--- src/rtl/hyperbus_rx_pkg.sv ---
// Shared types for the HyperBus receive framing path.
package hyperbus_rx_pkg;

  localparam int unsigned RX_WORD_W = 16;

  typedef logic [RX_WORD_W-1:0] rx_word_t;

  typedef enum logic [1:0] {
    SKIP   = 2'd0,
    STREAM = 2'd1,
    FLUSH  = 2'd2,
    DONE   = 2'd3
  } rx_state_e;

endpackage

--- src/rtl/hyperbus_rx_edge_cnt.sv ---
// Up-counter with async active-high clear; stops at the compare limit or all-ones.
module hyperbus_rx_edge_cnt #(
  parameter int unsigned W = 10
) (
  input  logic         clk_i,
  input  logic         rst_i,
  input  logic         en_i,
  input  logic [W-1:0] limit_i,
  output logic [W-1:0] cnt_o,
  output logic         term_o
);

  logic [W-1:0] cnt_q;

  assign term_o = (cnt_q == limit_i);
  assign cnt_o  = cnt_q;

  always_ff @(posedge clk_i or posedge rst_i) begin
    if (rst_i) begin
      cnt_q <= '0;
    end else if (en_i && !term_o && (cnt_q != '1)) begin
      cnt_q <= cnt_q + 1'b1;
    end
  end

endmodule

--- src/rtl/hyperbus_rx_framer.sv ---
// RWDS-domain read framer: drops leading edges, forwards burst_len words, then a flush edge.
module hyperbus_rx_framer
  import hyperbus_rx_pkg::*;
#(
  parameter int unsigned LEN_W  = 10,
  parameter int unsigned SKIP_W = 2
) (
  input  logic              clk_rwds,
  input  logic              resetReadModule,
  input  logic [LEN_W-1:0]  burst_len_i,
  input  logic [SKIP_W-1:0] skip_i,
  input  rx_word_t          data_i,
  input  logic              fifo_ready_i,
  output logic              valid_o,
  output rx_word_t          data_o,
  output logic              last_o,
  output logic [LEN_W-1:0]  word_cnt_o,
  output logic              overflow_o,
  output logic              extra_o
);

  rx_state_e state_q, state_d, eff_state;
  logic      valid_q, valid_d;
  rx_word_t  data_q, data_d;
  logic      last_q, last_d;
  logic      overflow_q, overflow_d;
  logic      extra_q, extra_d;

  logic              skip_en, skip_term;
  logic [SKIP_W-1:0] skip_cnt_unused;
  logic              word_en, word_term;
  logic [LEN_W-1:0]  word_cnt;
  logic [LEN_W:0]    word_plus1;
  logic              is_last;

  hyperbus_rx_edge_cnt #(.W(SKIP_W)) u_skip_cnt (
    .clk_i   (clk_rwds),
    .rst_i   (resetReadModule),
    .en_i    (skip_en),
    .limit_i (skip_i),
    .cnt_o   (skip_cnt_unused),
    .term_o  (skip_term)
  );

  hyperbus_rx_edge_cnt #(.W(LEN_W)) u_word_cnt (
    .clk_i   (clk_rwds),
    .rst_i   (resetReadModule),
    .en_i    (word_en),
    .limit_i (burst_len_i),
    .cnt_o   (word_cnt),
    .term_o  (word_term)
  );

  assign word_plus1 = {1'b0, word_cnt} + 1'b1;
  assign is_last    = (word_plus1 == {1'b0, burst_len_i});

  // Reaching the skip target behaves as the following state on the same edge,
  // so skip_i=0 streams (or flushes, for a zero-length burst) from the first edge.
  always_comb begin
    eff_state = state_q;
    if (state_q == SKIP && skip_term) begin
      eff_state = (burst_len_i == '0) ? FLUSH : STREAM;
    end
  end

  always_comb begin
    state_d    = eff_state;
    valid_d    = valid_q;
    data_d     = data_q;
    last_d     = last_q;
    overflow_d = overflow_q | (valid_q & ~fifo_ready_i);
    extra_d    = extra_q;
    skip_en    = 1'b0;
    word_en    = 1'b0;
    case (eff_state)
      SKIP: begin
        skip_en = 1'b1;
      end
      STREAM: begin
        if (word_term) begin
          // Burst already complete (length lowered mid-burst): treat as flush edge.
          valid_d = 1'b0;
          last_d  = 1'b0;
          state_d = DONE;
        end else begin
          data_d  = data_i;
          valid_d = 1'b1;
          word_en = 1'b1;
          last_d  = is_last;
          state_d = is_last ? FLUSH : STREAM;
        end
      end
      FLUSH: begin
        valid_d = 1'b0;
        last_d  = 1'b0;
        state_d = DONE;
      end
      default: begin
        valid_d = 1'b0;
        last_d  = 1'b0;
        extra_d = 1'b1;
        state_d = DONE;
      end
    endcase
  end

  always_ff @(posedge clk_rwds or posedge resetReadModule) begin
    if (resetReadModule) begin
      state_q    <= SKIP;
      valid_q    <= 1'b0;
      data_q     <= '0;
      last_q     <= 1'b0;
      overflow_q <= 1'b0;
      extra_q    <= 1'b0;
    end else begin
      state_q    <= state_d;
      valid_q    <= valid_d;
      data_q     <= data_d;
      last_q     <= last_d;
      overflow_q <= overflow_d;
      extra_q    <= extra_d;
    end
  end

  assign valid_o    = valid_q;
  assign data_o     = data_q;
  assign last_o     = last_q;
  assign word_cnt_o = word_cnt;
  assign overflow_o = overflow_q;
  assign extra_o    = extra_q;

endmodule

--- config.mk ---
export PLATFORM = sky130hd
export DESIGN_NAME = hyperbus_rx_framer
export DESIGN_NICKNAME = d
export VERILOG_FILES = /design/src/rtl/hyperbus_rx_pkg.sv /design/src/rtl/hyperbus_rx_edge_cnt.sv /design/src/rtl/hyperbus_rx_framer.sv
export SDC_FILE = /design/constraint.sdc
export NUM_CORES = 1
export LEC_CHECK = 0
export ABC_AREA = 0
export BUFFER_PORTS_ARGS = -buffer_cell sky130_fd_sc_hd__buf_2
export CAP_MARGIN = 20
export CORE_UTILIZATION = 40
export CTS_CLUSTER_SIZE = 16
export DETAILED_ROUTE_END_ITERATION = 8
export GPL_TIMING_DRIVEN = 0
export PLACE_DENSITY = 0.66
export SYNTH_ARGS = -nofsm -noshare
export SYNTH_HDL_FRONTEND = slang
export SYNTH_SLANG_ARGS = --single-unit
--- constraint.sdc ---
create_clock -name clk_rwds -period 2.1 [get_ports clk_rwds]
set_clock_uncertainty 0.05 [all_clocks]
set_input_delay 0.42 -clock clk_rwds [delete_from_list [all_inputs] [get_ports clk_rwds]]
set_output_delay 0.42 -clock clk_rwds [all_outputs]
set_load 0.01 [all_outputs]
==> metrics.md <==
| Metric | Value |
|---|---|
| Status | complete, no violations |
| Fraction of registers with async set/reset | 1.00 |
| Gr usage total | 0.180 |
| GP Congestion | 0.811 |
| Syn_area_per_cell | 11.4 µm² |
| Adder-cell share of the synthesized area | 0.0138 |
| H-tree levels | 2 |
| Met2 Use GR | 0.265 |
| Fin crit share | 0.992 |
| Synth Area in XOR/XNOR | 0.134 |
| Global-route wire length before repair | 6.80 mm |
| Clock root cell | clkbuf_8 |
| Worst setup SP type | register |
| Wire per inst | 15.1 µm |
| Rel. slew slack | 0.527 |
| Synth area leader | dfrtp_1 |
| 1st-pass router iterations | 4 |
| Final setup margin | 0.0167 ns |
| ANT cells | 0 |
| Yosys cell types | 38 |
| Die height | 69.4 µm |
| Die area | 4820 µm² |
| Largest family of logic cells by synthesized area | simple AND/OR/NAND/NOR gates |
| Final ANT Viol Nets | 0 |
| Area contributors post-synth | dfrtp_1 (47%), mux2_1 (12%), xor2_1 (8.7%) |
| GRT overflow | 0 |
| Share of layout cells above drive strength 1 | 0.602 |
| Post-DR vias/cell | 5.19 |
| Synth top cells by count | dfrtp_1 (34), mux2_1 (19), xor2_1 (18), nor2_1 (9) |
| Mapped Nets | 193 |
| Mapped Cells | 160 |
| # IOs | 61 |
| Register area share after synthesis | 0.468 |
| RSZ-0062 raised after global routing | yes |
| Worst slack, placed | -0.161 ns |
| Slew Viols, Final | 0 |
| Clock slew at reported path FFs | 0.07 ns |
| CTS Buf Count | 5 |
| CTS tree | done |
| Pin count of the biggest net entering global routing | 19 |
| Post-layout util | 0.639 |
| Final Hold Vio Count | 0 |
| Clk sinks | 34 |
| Final HPWL DP | 2.88 mm |
| Setup_tns | 0 ns |
| Count leader, synth | dfrtp_1 |
| Worst skew pair latency | 0.28 ns |
| Total Wirelength | 4.51 mm |
| Worst min-delay path category | primary input to asynchronous set/reset pin |
| Design Area, Final | 2780 µm² |
| Die W | 69.4 µm |
| Leakage | 1.28 nW |
| Max-cap violations | 0 |
| Met1 usage | 0.255 |
| Synthesized flop and latch total | 34 |
| Simple-Gate Fraction of Synth Area | 0.172 |
| Placed inst area | 2220 µm² |
| DRC Markers | 0 |
| Primary FF master, synth | dfrtp_1 |
| Number of port buffers | 60 |
| GRT busiest layer | met2 |
| Mux cell area share after synthesis | 0.135 |
| Worst Path Max Fanout | 7 |
| Synth Area in Compound Gates | 0.0475 |
| Syn Std Cell Area | 1820 µm² |
| Yosys warns | 0 |
| Worst path arrival time | 2.21 ns |
| CP required | 2.22 ns |
| Min Tclk post-route | 2.08 ns |
| Vias in the first global route | 1,462 |
| Max IR drop VDD | 0.000708 V |
| Top cell type's share of synthesized area | 0.468 |
| First DRT Iteration DRCs | 41 |
| Row Count | 24 |
| Post-synth EDFFs | 0 |
| Nets@finish | 278 |
| Initial antenna violation count | 0 |
| Initial Util | 0.418 |
| Fmax | 480 MHz |
| Core area | 4350 µm² |
| M3 GR Usage | 0.0465 |
| Setup Viol. Count Final | 0 |
| Area Overhead vs Synth | 52.9% |
| Fillcell total | 337 |
| WS Path Type | register to register |
| Via count | 1,548 |
| Worst setup EP type | register |
| Worst-Margin Slew | 0.709 ns |
| PwrDens | 1380 nW/µm² |
| Tot Pwr | 3.83 mW |
| Clk buf depth | 2 |
==> stage by stage <==
| stage | hold WS, ns | std cells |
|---|---|---|
| floorplan | 0.436 | 160 |
| CTS | 0.218 | 290 |
| detailed placement | 0.391 | 273 |
| global route | 0.277 | 298 |
| global placement | 0.386 | 272 |
| finish | 0.189 | 298 |
==> state kept, by name, summed over array words and instances (netlist names) <==
name / flops
last_o: 1
overflow_o: 1
valid_o: 1
state_q: 2
u_word_cnt.cnt_o: 10
extra_o: 1
u_skip_cnt.cnt_o: 2
data_o: 16
==> repair_timing <==
item	in CTS	in global routing
gates resized for setup	16	48
pin swaps	5	16
setup buffers	10	8
gates cloned	0	3
endpoints found under the setup margin	20	23
hold buffers	0	0
endpoints found under the hold margin	0	0
==> layout by cell type (no fill, tap or decap), types with 5 or more instances in the layout <==
master    netlist  layout
nand3_1         8       5
clkbuf_8        0       6
xnor2_1         8       7
mux2_4          0      14
dfrtp_1        34      29
dfrtp_2         0       5
xor2_1         18      10
buf_2           4      60
xor2_2          1       9
buf_4           2      15
nor2_1          9       7
mux2_1         19       5
nand2_1         5       5
==> layout make-up <==
cell class / count / area, µm² / area share
multi-input cells: 116 / 1190 / 0.427
inverters: 4 / 15.0 / 0.00540
plain buffers: 5 / 52.6 / 0.0189
clock buffers: 7 / 86.3 / 0.0311
clock inverters: 1 / 5.00 / 0.00180
repair buffers: 79 / 513 / 0.185
flip-flops and latches: 34 / 857 / 0.308
well taps: 52 / 65.1 / 0.0234
==> cells by family after synthesis <==
logic type,Yosys count
AOI/OAI and AO/OA,11
xor gates and xnor gates,27
adders and majority gates,2
buffers and inverters,11
DFF,34
muxes,22
and+or+nand+nor,53
==> routing by layer <==
layer	part of all wire	routed length [µm]
met5	0	0
met4	0.020	91
met3	0.056	254
met2	0.47	2130
met1	0.45	2030
==> final timing paths <==
| kind | to | slack, ns | cells past startpoint | from |
|---|---|---|---|---|
| max | data_o[0] | 0.02 | 7 | u_word_cnt.cnt_o[1] |
| min | data_o[3] | 0.19 | 2 | resetReadModule |
| max reg2reg | data_o[0] | 0.02 | 7 | u_word_cnt.cnt_o[1] |
| min reg2reg | extra_o | 0.41 | 1 | extra_o |
| max in group asynchronous | u_word_cnt.cnt_o[0] | 1.27 | 3 | resetReadModule |
| min in group clk_rwds | data_o[1] | 0.30 | 2 | data_i[1] |
==> report_power, final <==
part | switching (mW) | leakage, nW | internal [mW] | total [mW]
combinational | 1.03 | 0.847 | 1.14 | 2.18
clock | 0.231 | 0.0482 | 0.264 | 0.495
sequential | 0.256 | 0.389 | 0.907 | 1.16
==> worst max-delay path, cell delays in order (launching register included) <==
cell       delay (ns)
dfrtp_2          0.46
buf_6            0.14
xor2_2           0.15
nor4_4           0.33
a31oi_4          0.15
nand3_4          0.21
clkbuf_16        0.19
mux2_4           0.29
(Power assumes the default switching activity.)
